## src/rtl/seg_pkg.sv

```systemverilog
// Shared types and default constants for the multiplexed digit scanner.
package seg_pkg;

    typedef enum logic {
        BLANK = 1'b0,
        SHOW  = 1'b1
    } state_t;

    localparam int DEF_NUM_DIGITS   = 4;
    localparam int DEF_SCAN_DIV     = 12000;
    localparam int DEF_BLANK_CYCLES = 16;

    function automatic int max_int(input int a, input int b);
        return (a > b) ? a : b;
    endfunction

endpackage

```

## src/rtl/seg_scan.sv

```systemverilog
// Multiplexed hex-digit scanner with double-buffered display and per-digit dead time.
// Optional leading-zero suppression: define SEG_SCAN_LEADING_ZERO_BLANK_EN.
module seg_scan
    import seg_pkg::*;
#(
    parameter int NUM_DIGITS   = DEF_NUM_DIGITS,
    parameter int SCAN_DIV     = DEF_SCAN_DIV,
    parameter int BLANK_CYCLES = DEF_BLANK_CYCLES
) (
    input  logic                    clk,
    input  logic                    rst_n,
    input  logic [4*NUM_DIGITS-1:0] value_in,
    input  logic                    load,
    output logic [3:0]              bcd_out,
    output logic [NUM_DIGITS-1:0]   digit_en,
    output logic                    frame_done
);

    localparam int CW = $clog2(max_int(SCAN_DIV, BLANK_CYCLES));
    localparam int IW = $clog2(NUM_DIGITS);
    localparam int VW = 4 * NUM_DIGITS;

    localparam logic [CW-1:0]         BLANK_LAST = CW'(BLANK_CYCLES - 1);
    localparam logic [CW-1:0]         SHOW_LAST  = CW'(SCAN_DIV - 1);
    localparam logic [IW-1:0]         IDX_LAST   = IW'(NUM_DIGITS - 1);
    localparam logic [NUM_DIGITS-1:0] DIG_ONE    = NUM_DIGITS'(1);

    state_t                state, state_nxt;
    logic [CW-1:0]         cnt, cnt_nxt;
    logic [IW-1:0]         idx, idx_nxt;
    logic [VW-1:0]         shadow, display, display_nxt;
    logic                  pending, pending_nxt;
    logic                  boundary;
    logic [NUM_DIGITS-1:0] en_nxt;
    logic [3:0]            bcd_nxt;

    always_comb begin
        state_nxt = state;
        cnt_nxt   = cnt + CW'(1);
        idx_nxt   = idx;
        boundary  = 1'b0;
        case (state)
            BLANK: begin
                if (cnt == BLANK_LAST) begin
                    state_nxt = SHOW;
                    cnt_nxt   = '0;
                end
            end
            SHOW: begin
                if (cnt == SHOW_LAST) begin
                    state_nxt = BLANK;
                    cnt_nxt   = '0;
                    if (idx == IDX_LAST) begin
                        idx_nxt  = '0;
                        boundary = 1'b1;
                    end else begin
                        idx_nxt  = idx + IW'(1);
                    end
                end
            end
            default: begin
                state_nxt = BLANK;
                cnt_nxt   = '0;
            end
        endcase
    end

    // Display only swaps at a frame boundary; a load on that same edge re-arms pending.
    always_comb begin
        display_nxt = (boundary && pending) ? shadow : display;
        pending_nxt = load | (pending & ~boundary);
    end

`ifdef SEG_SCAN_LEADING_ZERO_BLANK_EN
    logic [NUM_DIGITS-1:0] lit_mask;

    // A digit stays lit if it or any more-significant digit is non-zero.
    always_comb begin
        logic acc;
        acc      = 1'b0;
        lit_mask = '0;
        for (int i = NUM_DIGITS - 1; i >= 0; i--) begin
            acc         = acc | (|display_nxt[4*i +: 4]);
            lit_mask[i] = acc;
        end
        lit_mask[0] = 1'b1;
    end
`endif

    // Outputs are registered from the next state so they track the current state exactly.
    always_comb begin
        en_nxt  = '0;
        bcd_nxt = 4'h0;
        if (state_nxt == SHOW) begin
            bcd_nxt = display_nxt[{idx_nxt, 2'b00} +: 4];
            en_nxt  = DIG_ONE << idx_nxt;
`ifdef SEG_SCAN_LEADING_ZERO_BLANK_EN
            en_nxt  = en_nxt & lit_mask;
`endif
        end
    end

    always_ff @(posedge clk or negedge rst_n) begin
        if (!rst_n) begin
            state      <= BLANK;
            cnt        <= '0;
            idx        <= '0;
            shadow     <= '0;
            display    <= '0;
            pending    <= 1'b0;
            digit_en   <= '0;
            bcd_out    <= 4'h0;
            frame_done <= 1'b0;
        end else begin
            state      <= state_nxt;
            cnt        <= cnt_nxt;
            idx        <= idx_nxt;
            if (load) begin
                shadow <= value_in;
            end
            display    <= display_nxt;
            pending    <= pending_nxt;
            digit_en   <= en_nxt;
            bcd_out    <= bcd_nxt;
            frame_done <= boundary;
        end
    end

endmodule
```

## config.mk

```make
export PLATFORM = sky130hd
export DESIGN_NAME = seg_scan
export DESIGN_NICKNAME = d
export VERILOG_FILES = /design/src/rtl/seg_pkg.sv /design/src/rtl/seg_scan.sv
export SDC_FILE = /design/constraint.sdc
export NUM_CORES = 1
export LEC_CHECK = 0
export ABC_CLOCK_PERIOD_IN_PS = 5020
export CORE_MARGIN = 5
export CORE_UTILIZATION = 50
export CTS_CLUSTER_SIZE = 28
export DETAILED_ROUTE_END_ITERATION = 8
export GPL_TIMING_DRIVEN = 0
export PLACE_DENSITY = 0.77
export SYNTH_ARGS = -nofsm -noshare
export SYNTH_HDL_FRONTEND = slang
export SYNTH_SLANG_ARGS = --single-unit
```

## constraint.sdc

```tcl
create_clock -name clk -period 5.02 [get_ports clk]
set_clock_uncertainty 0.2 [all_clocks]
set_input_delay 1.004 -clock clk [delete_from_list [all_inputs] [get_ports clk]]
set_output_delay 1.004 -clock clk [all_outputs]
set_load 0.01 [all_outputs]
```

==> summary.md <==
| Metric | Value |
|---|---|
| Seq/Total Area, Yosys | `57.2%` |
| CP Capture Type | `register` |
| Min-Delay Path Depth | `1` |
| Post-CTS Setup Inserts | `0` |
| Num ports | `28` |
| Reg2reg start | `cnt[8]` |
| Fin util | `62.5%` |
| CTS tree | `yes` |
| Pre-CTS setup slack | `2320 ps` |
| Relative slew slack | `56.9%` |
| Number of global-route vias before repair | `1697` |
| Clk buf depth | `2` |
| Setup TNS | `0 ps` |
| Std cell rows | `26` |
| Tmin final | `2700 ps` |
| Max Transition Viols Final | `0` |
| Final hold vios | `0` |
| Port bufs | `26` |
| Hold endpoint | `pending` |
| Worst vdd ir | `271 uV` |
| Commonest non-fill, non-tap cell in the layout | `dfrtp_1` |
| Yosys Warn Count | `0` |
| Post-synthesis cell count | `207` |
| Cell leakage power | `1.43 nW` |
| Mean Syn Cell Area | `12.5 um2` |
| Antenna Nets Post-Route | `0` |
| PwrDens | `323 nW/um2` |
| Critical-path cell list | `or3_4, or4_4, buf_6, nor2_4, buf_2, mux2_2` |
| Crit share post-route | `53.8%` |
| Max Cap Viol | `0` |
| Layout net count | `266` |
| WHS | `280 ps` |
| Final setup vio count | `0` |
| Via count | `1739` |
| Synth Register Bits | `59` |
| Clock Root Buffer | `clkbuf_8` |
| Die height | `81.9 um` |
| Sink Count | `59` |
| Startpoint type of the worst setup path | `register` |
| Max Freq | `370 MHz` |
| RSZ-0062 raised after global routing | `false` |
| Post-DP HPWL | `3.34 mm` |
| Worst-path maximum fanout | `10` |
| Clock-pin slew on the worst setup and hold paths | `60 ps` |
| GRT Total Usage | `15.8%` |
| Num CTS Buffers | `9` |
| CP arrival | `2710 ps` |
| First-pass GRT wire length | `7.91 mm` |
| Min-delay src | `pending` |
| Post_cts resized | `0` |
| Post-route DRC | `0` |
| Die width | `81.9 um` |
| Outcome | `finished, final reports clean` |
| Most frequent cells in the layout | `59 x dfrtp_1, 32 x mux2_2, 25 x clkdlybuf4s50_1, 17 x nor2_1, 14 x nand2_1` |
| Unique masters post-synth | `38` |
| Final WL | `4.60 mm` |
| Worst min path class | `register to register` |
| WL/cell | `14.4 um` |
| Synth Cell Area | `2580 um2` |
| Vias per cell | `5.43` |
| DIE AREA | `6700 um2` |
| Final Worst Setup Slack | `2320 ps` |
| R2R Path End | `display[2]` |
| CP max stage delay | `530 ps` |
| Crit-path slowest cell | `or4_4` |
| Worst slew pin tran | `646 ps` |
| Share of layout cells above drive strength 1 | `23.6%` |
| R2R depth | `6` |
| R2r setup slk | `2320 ps` |
| Area delta synth->final | `22.8%` |
| H-tree depth | `3` |
| Initial Util | `50.9%` |
| CP Class | `register to register` |
| Initial DRT Pass Iterations | `4` |
| Post-Synthesis Net Count | `228` |
| Fill cells | `423` |
| Worst-Skew Late Latency | `330 ps` |
| Starting DRT DRC Count | `50` |
| Gr ovfl total | `0` |
| Worst endpoint required time | `5030 ps` |
| Antenna violations before repair | `0` |
| # diodes | `0` |
| Largest net degree at the start of global routing | `39` |
| Post-CTS Hold Buffers | `0` |
| Core Area | `5070 um2` |
| Total power | `0.00102 W` |
| GPL Wtd Cong | `0.828` |
state kept, by name (all words and copies together) (netlist names):
register    cells
shadow         16
frame_done      1
pending         1
digit_en        4
bcd_out         4
idx             2
display        16
cnt            14
state           1
cells by family (layout without fill, tap and decap cells):
family	after synthesis	count (layout)	share of synthesized area, %
XOR/XNOR	11	11	3.73
AND/OR/NAND/NOR	63	63	12.7
buffers and inverters	13	56	2.37
multiplexers	41	41	18.4
AO/OA/AOI/OAI	18	18	4.61
adder cells (fa/ha/maj)	2	2	0.969
flip-flops	59	59	57.2
how the worst max path moves through the flow:
stage | start | to | slack [ps] | cells after the start
6_report | cnt[8] | display[2] | 2320 | 6
5_1_grt | cnt[4] | display[2] | 2240 | 7
4_1_cts | cnt[8] | display[6] | 2310 | 6
3_5_place_dp | cnt[8] | display[6] | 2320 | 6
3_3_place_gp | rst_n | shadow[8] | 960 | 1
2_1_floorplan | cnt[8] | display[0] | 2510 | 6
routing by layer:
metal | global-route usage [%] | vias up | share of wire, %
met1 | 19.6 | 881 | 44
met2 | 25.1 | 37 | 49
met4 | 6.98 | 0 | 1.8
met5 | 0 | - | 0
li1 | - | 812 | -
met3 | 5.26 | 9 | 5.3
critical path, delay by kind of cell, from the launching register on:
kind	cells	cell delay, ps
mux	1	370
buf+inv	2	440
flops	1	410
simple gates	3	1160
power by group:
group | internal [W] | switching (W)
clock | 0.000304 | 0.000181
combinational | 0.0000252 | 0.0000166
sequential | 0.000488 | 0.00000832
metrics by stage:
stage               area, um2  std cells
floorplan                2580        207
global placement         2930        303
detailed placement       2940        304
CTS                      3170        320
global route             3170        320
finish                   3170        320
synth_stat cells (all sizes together):
master / instances / share of area, %
xnor2: 5 / 1.7
dfrtp: 59 / 57
or4: 4 / 1.3
buf: 5 / 1.2
a21o: 1 / 0.29
o2bb2ai: 1 / 0.34
nand2b: 2 / 0.48
nor4: 1 / 0.48
o311a: 1 / 0.39
a21oi: 3 / 0.58
or3: 2 / 0.68
nor3: 6 / 1.2
nand3: 7 / 1.4
inv: 4 / 0.58
ha: 2 / 0.97
mux4: 1 / 0.87
and3: 3 / 0.73
nand4: 4 / 0.97
o22ai: 5 / 1.2
o41ai: 1 / 0.34
clkbuf: 4 / 0.58
and4: 1 / 0.34
nand2: 14 / 2.0
mux2i: 8 / 3.6
nor2: 18 / 2.9
mux2: 32 / 14
o21ai: 4 / 0.78
xor2: 6 / 2.0
o32ai: 2 / 0.68
and2: 1 / 0.24
final cells by class:
cell class                 instances  area (um2)  area share, %
multi-input combinational        135        1040           32.9
sequential                        59        1480           46.6
clock buffer                      11         151           4.78
tap                               70        87.6           2.76
timing repair buffer              27         275           8.68
buffer                             9        46.3           1.46
inverter                           4        15.0          0.474
clock inverter                     5        75.1           2.37
No activity file was read; power rests on OpenSTA's default activity.
